$ cat src/rtl/mips_alu_mdu.sv
// ============================================================================
// Module      : mips_alu_mdu
// Description : Execute-stage ALU with an iterative radix-2 multiply/divide
//               unit and HI/LO registers. Macro ALU_DIV_EN adds the divider.
// Revision    : 1.0 - initial release
// ============================================================================
`default_nettype none

module mips_alu_mdu #(
  parameter int WIDTH = 32
) (
  input  logic             clk,
  input  logic             rst_n,
  input  logic             valid_in,
  input  logic [3:0]       alu_operation,
  input  logic [WIDTH-1:0] a,
  input  logic [WIDTH-1:0] b,
  output logic [WIDTH-1:0] result,
  output logic             zero,
  output logic             overflow,
  output logic [WIDTH-1:0] hi,
  output logic [WIDTH-1:0] lo,
  output logic             busy,
  output logic             done
);

  localparam int             CW        = $clog2(WIDTH);
  localparam logic [CW-1:0]  c_LAST    = CW'(WIDTH - 1);
  localparam logic [3:0]     c_OP_XOR  = 4'd1;
  localparam logic [3:0]     c_OP_OR   = 4'd2;
  localparam logic [3:0]     c_OP_AND  = 4'd3;
  localparam logic [3:0]     c_OP_NOR  = 4'd4;
  localparam logic [3:0]     c_OP_SLL  = 4'd5;
  localparam logic [3:0]     c_OP_SRL  = 4'd6;
  localparam logic [3:0]     c_OP_SLT  = 4'd7;
  localparam logic [3:0]     c_OP_ADDU = 4'd8;
  localparam logic [3:0]     c_OP_ADD  = 4'd9;
  localparam logic [3:0]     c_OP_SUB  = 4'd10;
  localparam logic [3:0]     c_OP_SUBU = 4'd11;
  localparam logic [3:0]     c_OP_MULT = 4'd12;
`ifdef ALU_DIV_EN
  localparam logic [3:0]     c_OP_DIV  = 4'd13;
`endif

  typedef enum logic [1:0] {
    S_IDLE = 2'd0,
    S_RUN  = 2'd1,
    S_FIX  = 2'd2
  } state_t;

  state_t               r_state;
  logic                 r_busy;
  logic                 r_done;
  logic [WIDTH-1:0]     r_result;
  logic                 r_zero;
  logic                 r_ovf;
  logic [WIDTH-1:0]     r_hi;
  logic [WIDTH-1:0]     r_lo;
  logic [CW-1:0]        r_cnt;
  logic [WIDTH-1:0]     r_acc;
  logic [WIDTH-1:0]     r_mq;
  logic [WIDTH-1:0]     r_dvs;
  logic                 r_neg;
`ifdef ALU_DIV_EN
  logic                 r_is_div;
  logic                 r_sa;
  logic                 r_bz;
`endif

  logic                 w_accept;
  logic                 w_start;
  logic [WIDTH-1:0]     w_res;
  logic                 w_ovf;
  logic [WIDTH-1:0]     w_add;
  logic [WIDTH-1:0]     w_sub;
  logic [WIDTH-1:0]     w_abs_a;
  logic [WIDTH-1:0]     w_abs_b;
  logic [WIDTH:0]       w_mul_sum;
  logic [2*WIDTH-1:0]   w_prod;
  logic [2*WIDTH-1:0]   w_prod_s;
`ifdef ALU_DIV_EN
  logic                 w_is_div;
  logic [WIDTH:0]       w_div_shift;
  logic                 w_div_ge;
  logic [WIDTH-1:0]     w_div_diff;
`endif

  assign w_accept = valid_in && !r_busy;
`ifdef ALU_DIV_EN
  assign w_is_div = (alu_operation == c_OP_DIV);
  assign w_start  = (alu_operation == c_OP_MULT) || w_is_div;
`else
  assign w_start  = (alu_operation == c_OP_MULT);
`endif

  assign w_add   = a + b;
  assign w_sub   = a - b;
  assign w_abs_a = a[WIDTH-1] ? -a : a;
  assign w_abs_b = b[WIDTH-1] ? -b : b;

  // Shift-add step: {r_acc, r_mq} shifts right, multiplier bits leave r_mq[0].
  assign w_mul_sum = {1'b0, r_acc} + (r_mq[0] ? {1'b0, r_dvs} : '0);
  assign w_prod    = {r_acc, r_mq};
  assign w_prod_s  = r_neg ? -w_prod : w_prod;

`ifdef ALU_DIV_EN
  // Restoring step: remainder in r_acc, dividend bits shift out of r_mq as quotient bits shift in.
  assign w_div_shift = {r_acc, r_mq[WIDTH-1]};
  assign w_div_ge    = (w_div_shift >= {1'b0, r_dvs});
  assign w_div_diff  = w_div_shift[WIDTH-1:0] - r_dvs;
`endif

  always_comb begin
    w_res = '0;
    w_ovf = 1'b0;
    case (alu_operation)
      c_OP_XOR:  w_res = a ^ b;
      c_OP_OR:   w_res = a | b;
      c_OP_AND:  w_res = a & b;
      c_OP_NOR:  w_res = ~(a | b);
      c_OP_SLL:  w_res = b << a[4:0];
      c_OP_SRL:  w_res = b >> a[4:0];
      c_OP_SLT:  w_res = {{(WIDTH-1){1'b0}}, ($signed(a) < $signed(b))};
      c_OP_ADDU: w_res = w_add;
      c_OP_ADD: begin
        w_res = w_add;
        w_ovf = (a[WIDTH-1] == b[WIDTH-1]) && (w_add[WIDTH-1] != a[WIDTH-1]);
      end
      c_OP_SUB: begin
        w_res = w_sub;
        w_ovf = (a[WIDTH-1] != b[WIDTH-1]) && (w_sub[WIDTH-1] != a[WIDTH-1]);
      end
      c_OP_SUBU: w_res = w_sub;
      default: begin
        w_res = '0;
        w_ovf = 1'b0;
      end
    endcase
  end

  always_ff @(posedge clk or negedge rst_n) begin
    if (!rst_n) begin
      r_state  <= S_IDLE;
      r_busy   <= 1'b0;
      r_done   <= 1'b0;
      r_result <= '0;
      r_zero   <= 1'b1;
      r_ovf    <= 1'b0;
      r_hi     <= '0;
      r_lo     <= '0;
      r_cnt    <= '0;
      r_acc    <= '0;
      r_mq     <= '0;
      r_dvs    <= '0;
      r_neg    <= 1'b0;
`ifdef ALU_DIV_EN
      r_is_div <= 1'b0;
      r_sa     <= 1'b0;
      r_bz     <= 1'b0;
`endif
    end else begin
      r_done <= 1'b0;
      case (r_state)
        S_IDLE: begin
          if (w_accept) begin
            if (w_start) begin
              r_state  <= S_RUN;
              r_busy   <= 1'b1;
              r_cnt    <= '0;
              r_acc    <= '0;
              r_mq     <= w_abs_a;
              r_dvs    <= w_abs_b;
              r_neg    <= a[WIDTH-1] ^ b[WIDTH-1];
`ifdef ALU_DIV_EN
              r_is_div <= w_is_div;
              r_sa     <= a[WIDTH-1];
              r_bz     <= (b == '0);
`endif
            end else begin
              r_result <= w_res;
              r_zero   <= (w_res == '0);
              r_ovf    <= w_ovf;
              r_done   <= 1'b1;
            end
          end
        end
        S_RUN: begin
`ifdef ALU_DIV_EN
          if (r_is_div) begin
            r_acc <= w_div_ge ? w_div_diff : w_div_shift[WIDTH-1:0];
            r_mq  <= {r_mq[WIDTH-2:0], w_div_ge};
          end else
`endif
          begin
            r_acc <= w_mul_sum[WIDTH:1];
            r_mq  <= {w_mul_sum[0], r_mq[WIDTH-1:1]};
          end
          r_cnt <= r_cnt + 1'b1;
          if (r_cnt == c_LAST) r_state <= S_FIX;
        end
        S_FIX: begin
`ifdef ALU_DIV_EN
          // Divide by zero: quotient forced to all ones, remainder already equals |a|.
          if (r_is_div) begin
            r_lo <= r_bz ? '1 : (r_neg ? -r_mq : r_mq);
            r_hi <= r_sa ? -r_acc : r_acc;
          end else
`endif
          begin
            r_hi <= w_prod_s[2*WIDTH-1:WIDTH];
            r_lo <= w_prod_s[WIDTH-1:0];
          end
          r_busy  <= 1'b0;
          r_done  <= 1'b1;
          r_state <= S_IDLE;
        end
        default: begin
          r_state <= S_IDLE;
          r_busy  <= 1'b0;
        end
      endcase
    end
  end

  assign result   = r_result;
  assign zero     = r_zero;
  assign overflow = r_ovf;
  assign hi       = r_hi;
  assign lo       = r_lo;
  assign busy     = r_busy;
  assign done     = r_done;

endmodule

`default_nettype wire

$ cat config.mk
export PLATFORM = sky130hd
export DESIGN_NAME = mips_alu_mdu
export DESIGN_NICKNAME = d
export VERILOG_FILES = /design/src/rtl/mips_alu_mdu.sv
export SDC_FILE = /design/constraint.sdc
export NUM_CORES = 1
export LEC_CHECK = 0
export CORE_MARGIN = 2
export CORE_UTILIZATION = 40
export DETAILED_ROUTE_END_ITERATION = 10
export HOLD_SLACK_MARGIN = 0.03
export REMOVE_ABC_BUFFERS = 1
export SYNTH_ARGS = -nofsm -noshare
export SYNTH_HDL_FRONTEND = slang
export SYNTH_SLANG_ARGS = --single-unit
$ cat constraint.sdc
create_clock -name clk -period 9.3 [get_ports clk]
set_input_delay 1.395 -clock clk [delete_from_list [all_inputs] [get_ports clk]]
set_output_delay 1.395 -clock clk [all_outputs]
set_load 0.01 [all_outputs]
## After elaboration in Yosys (flattened, before gate mapping)

Cells that the tools add are included.

| storage, ports and cells | value |
|---|---|
| register bits after elaboration | 204 |
| logic and storage cells | 91 |
| input port bits | 71 |

| operators by class | value |
|---|---|
| reduce and logical (&&, ||, !) cells | 14 |
| magnitude comparators | 1 |
| eq/ne operators | 22 |
| shifts and indexed selects | 2 |
| bitwise operators | 7 |
| multiplexer cells | 25 |
| $add $sub $neg | 7 |

Operator list:

| kind | number |
|---|---|
| case mux 32 bit (9 select lines) | 1 |
| 2-to-1 mux 32 bit | 7 |
| case mux 32 bit (2 select lines) | 2 |
| 2-to-1 mux 64 bit | 1 |
| negation 32 bit | 2 |
| negation 64 bit | 1 |
| adder 32 x 32 -> 33 bit | 1 |
| adder 32 bit | 1 |
| AND 32 bit | 1 |
| zero test 32 bit | 1 |
| less-than comparator 32 bit | 1 |
| inverter 32 bit | 1 |
| bitwise OR 32 bit | 1 |
| left shift 32 x 5 -> 32 bit | 1 |
| right shift 32 x 5 -> 32 bit | 1 |
| subtractor 32 bit | 1 |
| bitwise XOR 32 bit | 1 |
| == test 4 bit, second input constant | 5 |
| == test 4 x 3 -> 1 bit, second input constant | 4 |
| AND reduction 3 bit | 5 |
| 2-to-1 mux 5 bit | 2 |
| case mux 5 bit (2 select lines) | 1 |
| == test 4 x 2 -> 1 bit, second input constant | 2 |
| 2-to-1 mux 2 bit | 3 |
| other kinds (18) | 31 |

## Logic depth before layout (Yosys ltp)

Gate-level depths: netlist of the first run.

| logic depth | value |
|---|---|
| word-level depth | 5 |
| mapped depth | 17 |
| mapped depth without buffers | 14 |

## Least setup slack after synthesis of the first run

OpenSTA, ideal clock, no wires.

| timing path | value |
|---|---|
| path type | input port to flip-flop |
| start | in a[2] |
| end | reg r_zero, in the netlist zero |
| cell stages on the path | 17 |
| setup time | 105 ps |
| required time | 9195 ps |
| arrival | 5710 ps |
| setup slack | 3484 ps |
| cells stage by stage | clkbuf_1 inv_1 buf_1 clkbuf_1 clkbuf_1 ha_1 nor3_1 a2111oi_2 a21o_1 a21oi_1 a311o_1 a211oi_1 nand4_1 a2111oi_0 nand4_1 or4_1 o41ai_1 |

| between the ends | value |
|---|---|
| cells in the longest elaborated chain, start to end | 4 |
| elaborated cells between the ends (all ways) | 11 |
| classes of those cells | 2 x add/sub; 1 x order compare; 2 x shift; 1 x mux; 4 x bitwise; 1 x reduce/logical |

RTL lines:

| element | line | RTL |
|---|---|---|
| start, declared | 16 | `input logic [WIDTH-1:0] a,` |
| branches (longest 2 deep; another with subtractor 32 bit) | -- |  |
| case mux 32 bit (9 select lines) (*) | 116 | `case (alu_operation)` |
| zero test 32 bit (*) | 181 | `r_zero <= (w_res == '0);` |
| end signal, assigned | 181 |  |
| end, declared | 55 | `logic r_zero;` |

Every way passes the cells marked *.
A chain may end at the register's enable or synchronous reset.

## Final worst setup path of the first run

| timing path | value |
|---|---|
| start | in b[6] |
| end | reg r_zero, in the netlist zero |

| between the ends | value |
|---|---|
| cells in the longest elaborated chain, start to end | 4 |
| elaborated cells between the ends (all ways) | 11 |
| classes of those cells | 2 x add/sub; 1 x order compare; 2 x shift; 1 x mux; 4 x bitwise; 1 x reduce/logical |

RTL lines:

| element | line | RTL |
|---|---|---|
| start, declared | 17 | `input logic [WIDTH-1:0] b,` |
| branches (longest 2 deep; another with subtractor 32 bit) | -- |  |
| case mux 32 bit (9 select lines) (*) | 116 |  |
| zero test 32 bit (*) | 181 |  |

Marks and branches as above.

==> results.sh, run 1 <==
export IMPL_synth_top_cells_by_area="dfrtp_1 24%, ha_1 8.4%, o21ai_0 7.2%"
export IMPL_dpl_hpwl_um=69900
export IMPL_h_tree_depth=1
export IMPL_r2r_end="r_acc[31]"
export IMPL_p_per_area_nw_per_um2=182
export IMPL_synth_edf_count=0
export IMPL_layout_drive_gt1_share_pct=8.58
export IMPL_status="complete, no violations"
export IMPL_tns_ns=0
export IMPL_whs_path_depth=2
export IMPL_seq_area_frac_synth_pct=24.5
export IMPL_fillers=5128
export IMPL_timing_rr_start="r_mq[0]"
export IMPL_yosysTopAreaCell="dfrtp_1"
export IMPL_first_pass_iters=6
export IMPL_grt_pass1_wl_um=132000
export IMPL_vias=21259
export IMPL_intPower_w=0.00255
export IMPL_port_buffers=170
export IMPL_antenna_found_initial=4
export IMPL_drc=0
export IMPL_pwr_share_clk_pct=25.0
export IMPL_ys_ff_latch=204
export IMPL_root_buffer="clkbuf_16"
export IMPL_ff2ff_path_depth=14
export IMPL_antenna_left=0
export IMPL_critPathSlowestCell="a2111oi_0"
export IMPL_die_area_um2=53900
export IMPL_fin_nets=2851
export IMPL_worstSkewPairLatency_ns=0.58
export IMPL_setup_ws_ns=2.77
export IMPL_grt_max_degree=96
export IMPL_leakage_nw=10.0
export IMPL_arrival_ns=6.98
export IMPL_start_util_pct=40.5
export IMPL_area_growth_pct=15.2
export IMPL_post_synth_top_area_fraction_pct=24.4
export IMPL_synth_area_um2=20800
export IMPL_swShare_pct=41.6
export IMPL_ir_worst_vdd_v=0.000151
export IMPL_grt_usage_pct=32.6
export IMPL_fin_skew_ns=0.0258
export IMPL_crit_top_cell="a2111oi_0"
export IMPL_synth_cells=2574
export IMPL_grt_pass1_vias=19757
export IMPL_yosysUniqueCellTypes=91
export IMPL_num_rows=83
export IMPL_utilization_pct=46.6
export IMPL_setup_viol=0
export IMPL_synth_warning_count=0
export IMPL_ff2ff_setup_slack_ns=4.45
export IMPL_cpPeakStageDelay_ns=1.08
export IMPL_critical_path_max_fanout=10
export IMPL_mostFrequentLayoutCells="306 x nand2_1, 299 x o21ai_0, 202 x dfrtp_1"
export IMPL_cts_repair_resized=0
export IMPL_seq_power_share_pct=30.6
export IMPL_viasPerCell=6.37
export IMPL_maxCapViolations=0
export IMPL_fmax_mhz=153
export IMPL_post_synth_cell_area_avg_um2=8.08
export IMPL_switching_power_w=0.00181
export IMPL_die_w_um=232
export IMPL_worstSetupPathType="in -> reg"
export IMPL_grt_overflow=0
export IMPL_crit_path_start="b[6]"
export IMPL_hp_start="r_dvs[16]"
export IMPL_tightest_slew_ns=1.40
export IMPL_slew_viol_final=0
export IMPL_synth_flop_cell="dfrtp_1"
export IMPL_hold_path_class="reg -> reg"
export IMPL_cts_buffers=26
export IMPL_io_pins=171
export IMPL_grt_setup_unrepaired="no"
export IMPL_drt_first_iter_violations=2214
export IMPL_timing_hold_violations_final=0
export IMPL_ff_latch_area_um2=5110
export IMPL_wl_per_cell_um=26.9
export IMPL_die_h_um=232
export IMPL_layout_commonest_cell="nand2_1"
export IMPL_multi_input_comb_area_um2=14600
export IMPL_min_to="r_dvs[16]"
export IMPL_gp_congestion=1.00
export IMPL_finalCritPeriodShare_pct=70.2
export IMPL_place_ws_ns=2.32
export IMPL_cts_sinks=204
export IMPL_cp_start_kind="input port"
export IMPL_pwr_share_comb_pct=44.4
export IMPL_cts_tree="done"
export IMPL_routed_wirelength_um=89700
export IMPL_cp_required_ns=9.75
export IMPL_slew_headroom_pct=5.98
export IMPL_period_needed_ns=6.53
export IMPL_coreArea_um2=51400
export IMPL_critPathCaptureType="flop"
export IMPL_cts_clk_slew_worst_paths_ns=0.06
export IMPL_post_cts_buffers=0
export IMPL_path_cells="clkdlybuf4s50_1 > inv_1 > ha_1 > a32o_1 > a32o_1 > a2111oi_0 > o21ai_0 > a2111oi_0 > nand4_1 > a2111oi_0 > nand4_1 > or4_1 > o41ai_1"
export IMPL_synthArstFlopShare_pct=100
export IMPL_ctsHoldBuffers=0
export IMPL_clock_tree_buffer_depth=3
[cell usage after synthesis, drive strengths merged, types with 50 or more instances]
library cell / n
o31ai: 50
a22oi: 51
a21oi: 130
inv: 113
dfrtp: 203
nor2: 173
ha: 139
xor2: 71
mux4: 51
o21ai: 302
clkbuf: 143
nand2: 307
xnor2: 89
[power groups by stage]
stage               logic, W  clock network, W  registers (W)
floorplan            0.00115                 0        0.00134
global placement     0.00191                 0        0.00134
detailed placement   0.00192                 0        0.00135
CTS                  0.00193           0.00111        0.00134
global route         0.00211           0.00115        0.00137
finish               0.00194           0.00109        0.00134
[logic make-up after synthesis]
group,after synthesis,share of synthesized area (%)
multiplexers,134,9.74
XOR/XNOR,160,6.74
flip-flops,204,24.5
AO/OA/AOI/OAI,854,26.7
buffers and inverters,293,5.45
adder cells (fa/ha/maj),142,8.65
AND/OR/NAND/NOR,787,18.1
[worst max path at each step]
stage / endpoint / slack (ns) / depth (start not counted)
after floorplan: zero / 3.78 / 13
after global placement: zero / 2.40 / 14
after detailed placement: zero / 2.32 / 14
after CTS: zero / 2.92 / 14
after global routing: zero / 2.54 / 14
final: zero / 2.77 / 13
[per-stage QoR]
step,area [um^2],hold slack (ns),total power (W),cells
finish,24000,0.472,0.00436,3339
detailed placement,23000,0.464,0.00327,3290
floorplan,20100,0.440,0.00249,2396
global route,24000,0.496,0.00463,3338
global placement,23000,0.456,0.00325,3290
CTS,24000,0.476,0.00438,3338
[state kept, by name, indices dropped and copies added, names as in the netlist]
signal,count
hi,32
lo,32
r_acc,32
r_dvs,32
r_mq,32
result,32
r_cnt,5
r_state,2
busy,1
done,1
overflow,1
r_neg,1
zero,1
[metal layers]
| layer | global-route usage, % | up-vias | wire length (um) |
|---|---|---|---|
| met5 | 0 | - | 23 |
| met4 | 12.8 | 4 | 4030 |
| met3 | 4.57 | 183 | 7410 |
| met2 | 51.1 | 1126 | 40000 |
| met1 | 45.2 | 10333 | 38200 |
| li1 | - | 9613 | - |
[layout make-up]
cell class	count	share of cell area (%)
multi-input cells	2077	61.0
flip-flops and latches	204	21.3
repair buffers	214	8.48
well taps	680	3.55
clock buffers	32	3.02
inverters	115	1.80
clock inverters	16	0.799
diodes	1	0.0104
[critical path: cells and delay by family]
family | cells | cell delay [ns]
fa+ha+maj | 1 | 0.46
buf+inv | 2 | 1.04
compound gates | 7 | 3.09
simple gates | 3 | 0.97
Note: power is estimated with default switching activity, not from simulation.
==> run 2, diff against run 1 <==
Clock period 9.3 ns to 5.9 ns, I/O delays scaled along.
==> run 2 against run 1 <==
Compared with the run above:
- routed wire length increased by 1.8%
- die area unchanged
- first-iteration DRC count increased by 9.8%
- worst setup slack got worse by 2.6 ns
- clock power is 44% higher
- highest routed layer unchanged
==> results.sh, run 2 (same netlist as run 1, synthesis figures left out) <==
export IMPL_cpPeakStageDelay_ns=0.84
export IMPL_arrival_ns=6.24
export IMPL_cts_repair_resized=0
export IMPL_status="complete, no violations"
export IMPL_timing_hold_violations_final=0
export IMPL_crit_top_cell="o21ai_0"
export IMPL_r2r_end="hi[28]"
export IMPL_viasPerCell=6.20
export IMPL_coreArea_um2=51400
export IMPL_leakage_nw=10.6
export IMPL_ff2ff_setup_slack_ns=1.42
export IMPL_power_total_w=0.00685
export IMPL_ctsHoldBuffers=0
export IMPL_dpl_hpwl_um=73100
export IMPL_die_area_um2=53900
export IMPL_start_util_pct=40.5
export IMPL_setup_viol=0
export IMPL_fillers=5070
export IMPL_critical_path_max_fanout=7
export IMPL_fmax_mhz=173
export IMPL_grt_setup_unrepaired="no"
export IMPL_timing_rr_start="r_mq[4]"
export IMPL_area_growth_pct=20.0
export IMPL_vias=21557
export IMPL_cp_start_kind="input port"
export IMPL_ir_worst_vdd_v=0.000261
export IMPL_clock_tree_buffer_depth=3
export IMPL_fin_skew_ns=0.0101
export IMPL_critPathCaptureType="flop"
export IMPL_routed_wirelength_um=91300
export IMPL_num_rows=83
export IMPL_antenna_left=0
export IMPL_crit_path_end="zero"
export IMPL_critPathSlowestCell="a2111oi_0"
export IMPL_grt_usage_pct=33.5
export IMPL_die_h_um=232
export IMPL_tightest_slew_ns=1.15
export IMPL_cp_required_ns=6.37
export IMPL_maxCapViolations=0
export IMPL_post_cts_buffers=0
export IMPL_p_per_area_nw_per_um2=274
export IMPL_cts_clk_slew_worst_paths_ns=0.06
export IMPL_wl_per_cell_um=26.3
export IMPL_die_w_um=232
export IMPL_first_pass_iters=6
export IMPL_cts_buffers=25
export IMPL_drc=0
export IMPL_path_cells="clkdlybuf4s50_1 > ha_1 > or4b_2 > o2bb2ai_1 > o21ai_0 > xnor2_1 > a2111oi_0 > o21ai_0 > nor4_1 > nand4_1 > or4_1 > o41ai_1"
export IMPL_worstSetupPathType="in -> reg"
export IMPL_layout_commonest_cell="nand2_1"
export IMPL_grt_max_degree=112
export IMPL_ff2ff_path_depth=11
export IMPL_cts_tree="done"
export IMPL_root_buffer="clkbuf_16"
export IMPL_antenna_found_initial=5
export IMPL_fin_nets=2988
export IMPL_place_area_um2=24100
export IMPL_final_area_um2=25000
export IMPL_period_needed_ns=5.77
export IMPL_mostFrequentLayoutCells="306 x nand2_1, 299 x o21ai_0, 202 x dfrtp_1"
export IMPL_drt_first_iter_violations=2430
export IMPL_crit_path_start="a[6]"
export IMPL_grt_pass1_vias=20802
export IMPL_grt_pass1_wl_um=135000
export IMPL_worstSkewPairLatency_ns=0.58
export IMPL_slew_viol_final=0
export IMPL_cts_sinks=204
export IMPL_gp_congestion=1.08
export IMPL_grt_overflow=0
export IMPL_port_buffers=170
export IMPL_hold_path_class="in -> async"
export IMPL_io_pins=171
export IMPL_slew_headroom_pct=22.4
export IMPL_h_tree_depth=1
export IMPL_layout_drive_gt1_share_pct=12.8
export IMPL_finalCritPeriodShare_pct=97.7
-- run 2: stage by stage --
step	cells	util, %	hold slack [ns]	TNS, ns	setup slack [ns]
3_5_place_dp	3428	47.0	0.464	-0.360	-0.360
6_report	3475	48.6	0.350	0	0.134
2_1_floorplan	2396	-	0.440	0	0.893
4_1_cts	3473	48.6	0.383	0	0.253
5_1_grt	3473	48.6	0.424	0	0.00804
3_3_place_gp	3428	47.0	0.457	-0.461	-0.461
-- run 2: layout make-up --
| cell class | instances | area [um^2] | share of cell area (%) |
|---|---|---|---|
| clock inverters | 8 | 95.1 | 0.381 |
| repair buffers | 352 | 3130 | 12.5 |
| diodes | 2 | 5.00 | 0.0200 |
| inverters | 115 | 432 | 1.73 |
| clock buffers | 37 | 731 | 2.93 |
| multi-input cells | 2077 | 14600 | 58.5 |
| well taps | 680 | 851 | 3.41 |
| flip-flops and latches | 204 | 5110 | 20.5 |
-- run 2: critical path: cells and delay by family --
family	cells	cell delay, ns
xor gates and xnor gates	1	0.20
adders and majority gates	1	0.37
and+or+nand+nor	4	1.93
buffers and inverters	1	0.62
AOI/OAI and AO/OA	5	2.23
-- run 2: routing by layer --
layer	vias up	track usage [%]	share of wire (%)
met4	2	15.7	5.5
met2	1012	53.2	45
met5	-	0	0.018
li1	9891	-	-
met3	216	4.43	7.4
met1	10436	45.1	42
-- run 2: power by group --
part	switching, W	leakage (nW)	internal (W)
clock	0.000663	0.395	0.000905
combinational	0.00184	7.63	0.00133
sequential	0.000382	2.59	0.00173
-- run 2: worst min-delay path by stage --
stage                           end  slack [ns]
after floorplan           r_dvs[31]        0.44
after global placement    r_dvs[13]        0.46
after detailed placement  r_dvs[11]        0.46
after CTS                     hi[5]        0.38
after global routing        r_mq[2]        0.42
final                       r_mq[2]        0.35
